File: config.mk
export PLATFORM = sky130hd
export DESIGN_NAME = sprite_ram_arbiter_flat
export DESIGN_NICKNAME = d
export VERILOG_FILES = /design/src/rtl/sprite_ram_arbiter_if.sv /design/src/rtl/sprite_ram_arbiter.sv /design/src/flat_wrapper.sv
export SDC_FILE = /design/constraint.sdc
export NUM_CORES = 1
export LEC_CHECK = 0
export BUFFER_PORTS_ARGS = -buffer_cell sky130_fd_sc_hd__buf_4
export CORE_UTILIZATION = 55
export DETAILED_ROUTE_END_ITERATION = 16
export GPL_TIMING_DRIVEN = 1
export PLACE_DENSITY_LB_ADDON = 0.12
export SETUP_SLACK_MARGIN = 0.3
export SYNTH_ARGS = -nofsm -noshare
export SYNTH_HDL_FRONTEND = slang
export SYNTH_SLANG_ARGS = --single-unit
File: constraint.sdc
create_clock -name Clk -period 2.3 [get_ports Clk]
set_input_delay 0.23 -clock Clk [delete_from_list [all_inputs] [get_ports Clk]]
set_output_delay 0.23 -clock Clk [all_outputs]
set_load 0.005 [all_outputs]
File: src/rtl/sprite_ram_arbiter_if.sv
`default_nettype none
// ============================================================================
// Module   : sprite_ram_arbiter_if
// Brief    : Pixel-read, loader-write and frameRAM signals of the sprite RAM
//            arbiter, bundled with arbiter (slave) and environment (master) views.
// Revision : 1.0 - initial release
// ============================================================================
interface sprite_ram_arbiter_if #(
    parameter int ADDR_W = 16,
    parameter int DATA_W = 4
);
    logic              pix_req;
    logic [ADDR_W-1:0] pix_addr;
    logic              pix_gnt;
    logic              pix_valid;
    logic [DATA_W-1:0] pix_data;
    logic              blank;
    logic              ld_start;
    logic              ld_valid;
    logic              ld_last;
    logic [ADDR_W-1:0] ld_addr;
    logic [DATA_W-1:0] ld_data;
    logic              ld_ready;
    logic              load_done;
    logic [ADDR_W-1:0] ram_addr;
    logic              ram_we;
    logic [DATA_W-1:0] ram_wdata;
    logic [DATA_W-1:0] ram_rdata;

    modport slave (
        input  pix_req, pix_addr, blank,
        input  ld_start, ld_valid, ld_last, ld_addr, ld_data,
        input  ram_rdata,
        output pix_gnt, pix_valid, pix_data,
        output ld_ready, load_done,
        output ram_addr, ram_we, ram_wdata
    );

    modport master (
        output pix_req, pix_addr, blank,
        output ld_start, ld_valid, ld_last, ld_addr, ld_data,
        output ram_rdata,
        input  pix_gnt, pix_valid, pix_data,
        input  ld_ready, load_done,
        input  ram_addr, ram_we, ram_wdata
    );
endinterface
`default_nettype wire

File: src/rtl/sprite_ram_arbiter.sv
`default_nettype none
// ============================================================================
// Module   : sprite_ram_arbiter
// Brief    : Shares one single-port frameRAM between color-mapper reads and a
//            buffered sprite loader, writing during blanking or idle slots.
// Revision : 1.0 - initial release
// ============================================================================
module sprite_ram_arbiter #(
    parameter int ADDR_W     = 16,
    parameter int DATA_W     = 4,
    parameter int FIFO_DEPTH = 4
) (
    input  wire logic          Clk,
    input  wire logic          Reset_n,
    sprite_ram_arbiter_if.slave bus
);

    localparam int c_PTR_W = (FIFO_DEPTH > 1) ? $clog2(FIFO_DEPTH) : 1;
    localparam int c_ENT_W = ADDR_W + DATA_W;

    localparam logic [c_PTR_W:0]   c_FULL = (c_PTR_W + 1)'(FIFO_DEPTH);
    localparam logic [c_PTR_W-1:0] c_LAST = c_PTR_W'(FIFO_DEPTH - 1);

    localparam logic [1:0] c_RUN   = 2'd0;
    localparam logic [1:0] c_LOAD  = 2'd1;
    localparam logic [1:0] c_DRAIN = 2'd2;

    logic [1:0]         r_state;
    logic [1:0]         w_state_nxt;
    logic               w_done_nxt;

    logic [c_ENT_W-1:0] r_mem [FIFO_DEPTH];
    logic [c_PTR_W-1:0] r_wr_ptr;
    logic [c_PTR_W-1:0] r_rd_ptr;
    logic [c_PTR_W:0]   r_count;

    logic               r_gnt_d1;
    logic               r_pix_valid;
    logic [DATA_W-1:0]  r_pix_data;
    logic               r_load_done;

    logic               w_empty;
    logic               w_full;
    logic               w_push;
    logic               w_wr_grant;
    logic [c_ENT_W-1:0] w_head;

    assign w_empty = (r_count == '0);
    assign w_full  = (r_count == c_FULL);
    assign w_head  = r_mem[r_rd_ptr];

    // No bypass: a full FIFO refuses the beat even when it pops this cycle.
    assign bus.ld_ready = (r_state == c_LOAD) && !w_full;
    assign w_push       = bus.ld_valid && bus.ld_ready;

    // Writes steal the port whenever the pixel side can spare it, or when the
    // buffer is full and the loader would otherwise stall indefinitely.
    assign w_wr_grant = !w_empty && (bus.blank || !bus.pix_req || w_full);

    assign bus.pix_gnt   = bus.pix_req && !w_wr_grant;
    assign bus.ram_we    = w_wr_grant;
    assign bus.ram_addr  = w_wr_grant ? w_head[c_ENT_W-1:DATA_W] : bus.pix_addr;
    assign bus.ram_wdata = w_empty ? '0 : w_head[DATA_W-1:0];

    assign bus.pix_valid = r_pix_valid;
    assign bus.pix_data  = r_pix_data;
    assign bus.load_done = r_load_done;

    always_comb begin
        w_state_nxt = r_state;
        w_done_nxt  = 1'b0;
        case (r_state)
            c_RUN: begin
                if (bus.ld_start) begin
                    w_state_nxt = c_LOAD;
                end
            end
            c_LOAD: begin
                if (w_push && bus.ld_last) begin
                    w_state_nxt = c_DRAIN;
                end
            end
            c_DRAIN: begin
                // An empty FIFO also means no write is being issued this cycle.
                if (w_empty) begin
                    w_state_nxt = c_RUN;
                    w_done_nxt  = 1'b1;
                end
            end
            default: begin
                w_state_nxt = c_RUN;
            end
        endcase
    end

    always_ff @(posedge Clk) begin
        if (w_push) begin
            r_mem[r_wr_ptr] <= {bus.ld_addr, bus.ld_data};
        end
    end

    always_ff @(posedge Clk or negedge Reset_n) begin
        if (!Reset_n) begin
            r_state     <= c_RUN;
            r_wr_ptr    <= '0;
            r_rd_ptr    <= '0;
            r_count     <= '0;
            r_gnt_d1    <= 1'b0;
            r_pix_valid <= 1'b0;
            r_pix_data  <= '0;
            r_load_done <= 1'b0;
        end else begin
            r_state     <= w_state_nxt;
            r_load_done <= w_done_nxt;

            if (w_push) begin
                r_wr_ptr <= (r_wr_ptr == c_LAST) ? '0 : r_wr_ptr + 1'b1;
            end
            if (w_wr_grant) begin
                r_rd_ptr <= (r_rd_ptr == c_LAST) ? '0 : r_rd_ptr + 1'b1;
            end
            case ({w_push, w_wr_grant})
                2'b10:   r_count <= r_count + 1'b1;
                2'b01:   r_count <= r_count - 1'b1;
                default: r_count <= r_count;
            endcase

            // RAM returns data the cycle after the address; capture it one edge later.
            r_gnt_d1    <= bus.pix_gnt;
            r_pix_valid <= r_gnt_d1;
            if (r_gnt_d1) begin
                r_pix_data <= bus.ram_rdata;
            end
        end
    end

endmodule
`default_nettype wire

File: src/flat_wrapper.sv
// flat-port wrapper written by rule: the top's interface ports become plain ports
module sprite_ram_arbiter_flat 
#(
    parameter int ADDR_W     = 16,
    parameter int DATA_W     = 4,
    parameter int FIFO_DEPTH = 4
)
  (Clk, Reset_n, bus_pix_req, bus_pix_addr, bus_blank, bus_ld_start, bus_ld_valid, bus_ld_last, bus_ld_addr, bus_ld_data, bus_ram_rdata, bus_pix_gnt, bus_pix_valid, bus_pix_data, bus_ld_ready, bus_load_done, bus_ram_addr, bus_ram_we, bus_ram_wdata);
  sprite_ram_arbiter_if #(.ADDR_W(ADDR_W), .DATA_W(DATA_W)) bus_i ();
  input  wire logic Clk;
  input  wire logic Reset_n;
  input wire logic [$bits(bus_i.pix_req)-1:0] bus_pix_req;
  input wire logic [$bits(bus_i.pix_addr)-1:0] bus_pix_addr;
  input wire logic [$bits(bus_i.blank)-1:0] bus_blank;
  input wire logic [$bits(bus_i.ld_start)-1:0] bus_ld_start;
  input wire logic [$bits(bus_i.ld_valid)-1:0] bus_ld_valid;
  input wire logic [$bits(bus_i.ld_last)-1:0] bus_ld_last;
  input wire logic [$bits(bus_i.ld_addr)-1:0] bus_ld_addr;
  input wire logic [$bits(bus_i.ld_data)-1:0] bus_ld_data;
  input wire logic [$bits(bus_i.ram_rdata)-1:0] bus_ram_rdata;
  output wire logic [$bits(bus_i.pix_gnt)-1:0] bus_pix_gnt;
  output wire logic [$bits(bus_i.pix_valid)-1:0] bus_pix_valid;
  output wire logic [$bits(bus_i.pix_data)-1:0] bus_pix_data;
  output wire logic [$bits(bus_i.ld_ready)-1:0] bus_ld_ready;
  output wire logic [$bits(bus_i.load_done)-1:0] bus_load_done;
  output wire logic [$bits(bus_i.ram_addr)-1:0] bus_ram_addr;
  output wire logic [$bits(bus_i.ram_we)-1:0] bus_ram_we;
  output wire logic [$bits(bus_i.ram_wdata)-1:0] bus_ram_wdata;
  assign bus_i.pix_req = bus_pix_req;
  assign bus_i.pix_addr = bus_pix_addr;
  assign bus_i.blank = bus_blank;
  assign bus_i.ld_start = bus_ld_start;
  assign bus_i.ld_valid = bus_ld_valid;
  assign bus_i.ld_last = bus_ld_last;
  assign bus_i.ld_addr = bus_ld_addr;
  assign bus_i.ld_data = bus_ld_data;
  assign bus_i.ram_rdata = bus_ram_rdata;
  assign bus_pix_gnt = bus_i.pix_gnt;
  assign bus_pix_valid = bus_i.pix_valid;
  assign bus_pix_data = bus_i.pix_data;
  assign bus_ld_ready = bus_i.ld_ready;
  assign bus_load_done = bus_i.load_done;
  assign bus_ram_addr = bus_i.ram_addr;
  assign bus_ram_we = bus_i.ram_we;
  assign bus_ram_wdata = bus_i.ram_wdata;
  sprite_ram_arbiter #(.ADDR_W(ADDR_W), .DATA_W(DATA_W), .FIFO_DEPTH(FIFO_DEPTH)) u_core (.Clk(Clk), .Reset_n(Reset_n), .bus(bus_i));
endmodule
==> results.py <==
metrics = {
    "run_status": {
        "status": "finished, final reports clean",
    },
    "drt": {
        "vias_per_cell": 5.246,
        "ant_nets": 0,
        "drc": 0,
        "drtIter0Drc": 57,
        "vias": 2109,
        "dr.pass1.iters": 4,
        "drt-total-wl_um": 7108,
        "post_drt_wl_per_cell_um": 17.68,
    },
    "global_routing": {
        "grt_usage_pct": 20.79,
        "antenna_found_initial": 0,
        "grt_pass1_vias": 2139,
        "grt_max_degree": 23,
        "grt_pass1_wl_um": 11170,
        "gr-total-overflow": 0,
    },
    "pwr": {
        "leakage_nw": 2.052,
        "vdd.ir_drop.worst_uv": 614.5,
        "power_density_nw_per_um2": 1252,
        "total_power_mw": 6.611,
    },
    "cells_and_area": {
        "fill_cells": 391,
        "final_cells": 402,
        "finish.utilization_pct": 76.85,
        "nets": 355,
        "drive_above_1_share_pct": 56.54,
        "design_area_sq_um": 5279,
        "multi_input_area_sq_um": 1116,
        "syn_to_final_growth_pct": 33.18,
        "register_area_sq_um": 2806,
        "antennaDiodeCount": 0,
    },
    "synth": {
        "yosys.cell_types.count": 26,
        "ys.flop_type": "edfxtp_1",
        "ys_ff_latch": 96,
        "ys_warn_count": 0,
        "synth-seq-area-share_pct": 70.71,
        "synth-edff-count": 80,
        "syn_area_sq_um": 3964,
        "synth.net_count": 243,
        "synth_cells": 189,
        "avgSynthCellArea_sq_um": 20.97,
        "async_flop_share_pct": 16.67,
    },
    "sta": {
        "rsz0062_at_grt": "true",
        "finalHoldViolCount": 0,
        "skew_ns": 0.008922,
        "fin_crit_sh_pct": 95.23,
        "slew_viol_final": 0,
        "max_slew_margin_pct": 78.92,
        "worst_slew_pin_slew_ns": 0.3163,
        "fmax_mhz": 456.6,
        "layout_min_cycle_time_ns": 2.190,
        "setup_viol": 0,
        "tns_ns": 0,
    },
    "flow_run": {
        "drv_cap": 0,
    },
    "clock_network": {
        "tritoncts": "yes",
        "path_clk_slew_ns": 0.09,
        "cts_buffer_depth": 2,
        "cts_buffers": 9,
        "cts_root_buffer": "clkbuf_8",
        "clk_latency_ns": 0.35,
        "clock_sinks": 96,
        "htreeDepth": 3,
    },
    "placed_design": {
        "place_hpwl_um": 4354,
        "dp.cells": 365,
        "portBuffers": 75,
        "place_area_sq_um": 4730,
        "gp_congestion": 0.6825,
    },
    "floorplan": {
        "io_pins": 76,
        "die_w_um": 86.90,
        "die_h_um": 86.90,
        "rows": 30,
        "die-area_sq_um": 7551,
        "core_sq_um": 6869,
        "start_util_pct": 57.70,
    },
    "setup_path": {
        "end_kind": "primary output",
        "worstPathRequired_ns": 2.07,
        "path_max_fanout": 7,
        "cp-start-kind": "flip-flop",
        "worstPathArrival_ns": 1.96,
        "worstSetupPathType": "flip-flop to primary output",
    },
    "hold_path": {
        "hold_class": "input pin to flip-flop",
    },
}
-- synthesized netlist by cell type, types with 2 or more instances --
library cell	number	area, sq um
clkbuf_1	2	7.510
edfxtp_1	80	2402
nor2_1	4	15.01
inv_1	8	30.03
mux2_1	4	45.04
mux2_2	6	67.56
buf_6	4	45.04
mux4_2	18	405.4
and2_1	9	56.30
ha_1	6	75.07
nand2b_1	2	12.51
xor2_1	2	17.52
mux4_1	2	52.55
nor2b_1	2	12.51
mux2_4	14	210.2
dfrtp_1	16	400.4
-- worst max-delay path, cell delays in order, from the launching register on --
cell and delay (ns):
dfrtp_2 0.41, or3_4 0.40, o21ai_4 0.11, buf_12 0.15, buf_16 0.13, mux2_4 0.31, buf_6 0.12
-- kinds of logic (layout without fill, tap and decap cells) --
kind of cell	count (synthesis)	count (layout)	synth area share, %
DFF	96	96	70.71
muxes	45	45	19.95
and+or+nand+nor	19	19	2.872
buffers and inverters	14	131	2.083
adders and majority gates	7	7	2.399
AOI/OAI and AO/OA	5	5	1.326
xor gates and xnor gates	3	3	0.6630
-- per-layer routing --
metal	up-vias	routed length (um)	GRT usage [%]
met1	1054	3077	28.65
li1	970	-	-
met5	-	0	0
met4	0	97	6.970
met2	74	3525	33.50
met3	11	407	4.455
-- layout by cell type (no fill, tap or decap), drive strengths merged --
master       instances
o21ai                1
or3                  1
nor2b                2
clkinvlp             1
mux2i                1
mux4                20
a32o                 1
clkinv               3
clkbuf              10
dlygate4sd3          1
ha                   6
buf                106
a211oi               1
inv                 10
xnor2                1
xor2                 2
a21oi                1
dfrtp               16
and2                 9
nand2b               2
fa                   1
edfxtp              80
nor2                 5
mux2                24
a311oi               1
-- sequential cells by signal (all words and copies together) (netlist names) --
signal                flops
u_core.r_gnt_d1           1
u_core.r_mem             80
u_core.bus.pix_data       4
u_core.bus.pix_valid      1
u_core.r_wr_ptr           2
u_core.r_count            3
u_core.r_rd_ptr           2
u_core.r_state            2
u_core.bus.load_done      1
-- worst paths after layout --
kind / startpoint / end / slack (ns) / cells after the start
setup / recovery: u_core.r_count[2] / bus_ram_addr[5] / 0.11 / 6
hold / removal: bus_ld_addr[5] / u_core.r_mem[2][9] / 0.08 / 1
setup reg to reg: u_core.r_count[0] / u_core.r_count[2] / 0.16 / 12
hold reg to reg: u_core.r_state[1] / u_core.r_state[0] / 0.44 / 1
max in group asynchronous: Reset_n / u_core.r_rd_ptr[0] / 1.82 / 2
min in group asynchronous: Reset_n / u_core.r_count[1] / 0.28 / 2
-- timing repair --
| action | 4_1_cts | 5_1_grt |
|---|---|---|
| endpoints found under the hold margin | 16 | 0 |
| pin swaps | 5 | 6 |
| gates resized for setup | 31 | 6 |
| setup buffers | 12 | 5 |
| setup endpoints to repair | 21 | 23 |
| gates cloned | 3 | 0 |
| hold buffers | 1 | 0 |
-- report_power, final --
part / internal (mW) / switching, mW
clock: 0.399 / 0.559
sequential: 2.28 / 0.143
combinational: 2.03 / 1.20
-- through the flow --
stage / hold slack (ns) / setup WS [ns]
floorplan: -0.06559 / 0.3242
global placement: 0.09832 / 0.4362
detailed placement: 0.1027 / 0.4068
CTS: 0.06999 / 0.1164
global route: 0.05922 / 0.06076
finish: 0.07850 / 0.1097
-- cell type report --
| cell class | count | share of cell area (%) |
|---|---|---|
| inverters | 8 | 0.6163 |
| repair buffers | 107 | 19.55 |
| well taps | 96 | 2.275 |
| multi-input cells | 79 | 21.14 |
| clock buffers | 10 | 2.418 |
| flip-flops and latches | 96 | 53.16 |
| clock inverters | 6 | 0.8296 |
Note: power is estimated with default switching activity, not from simulation.
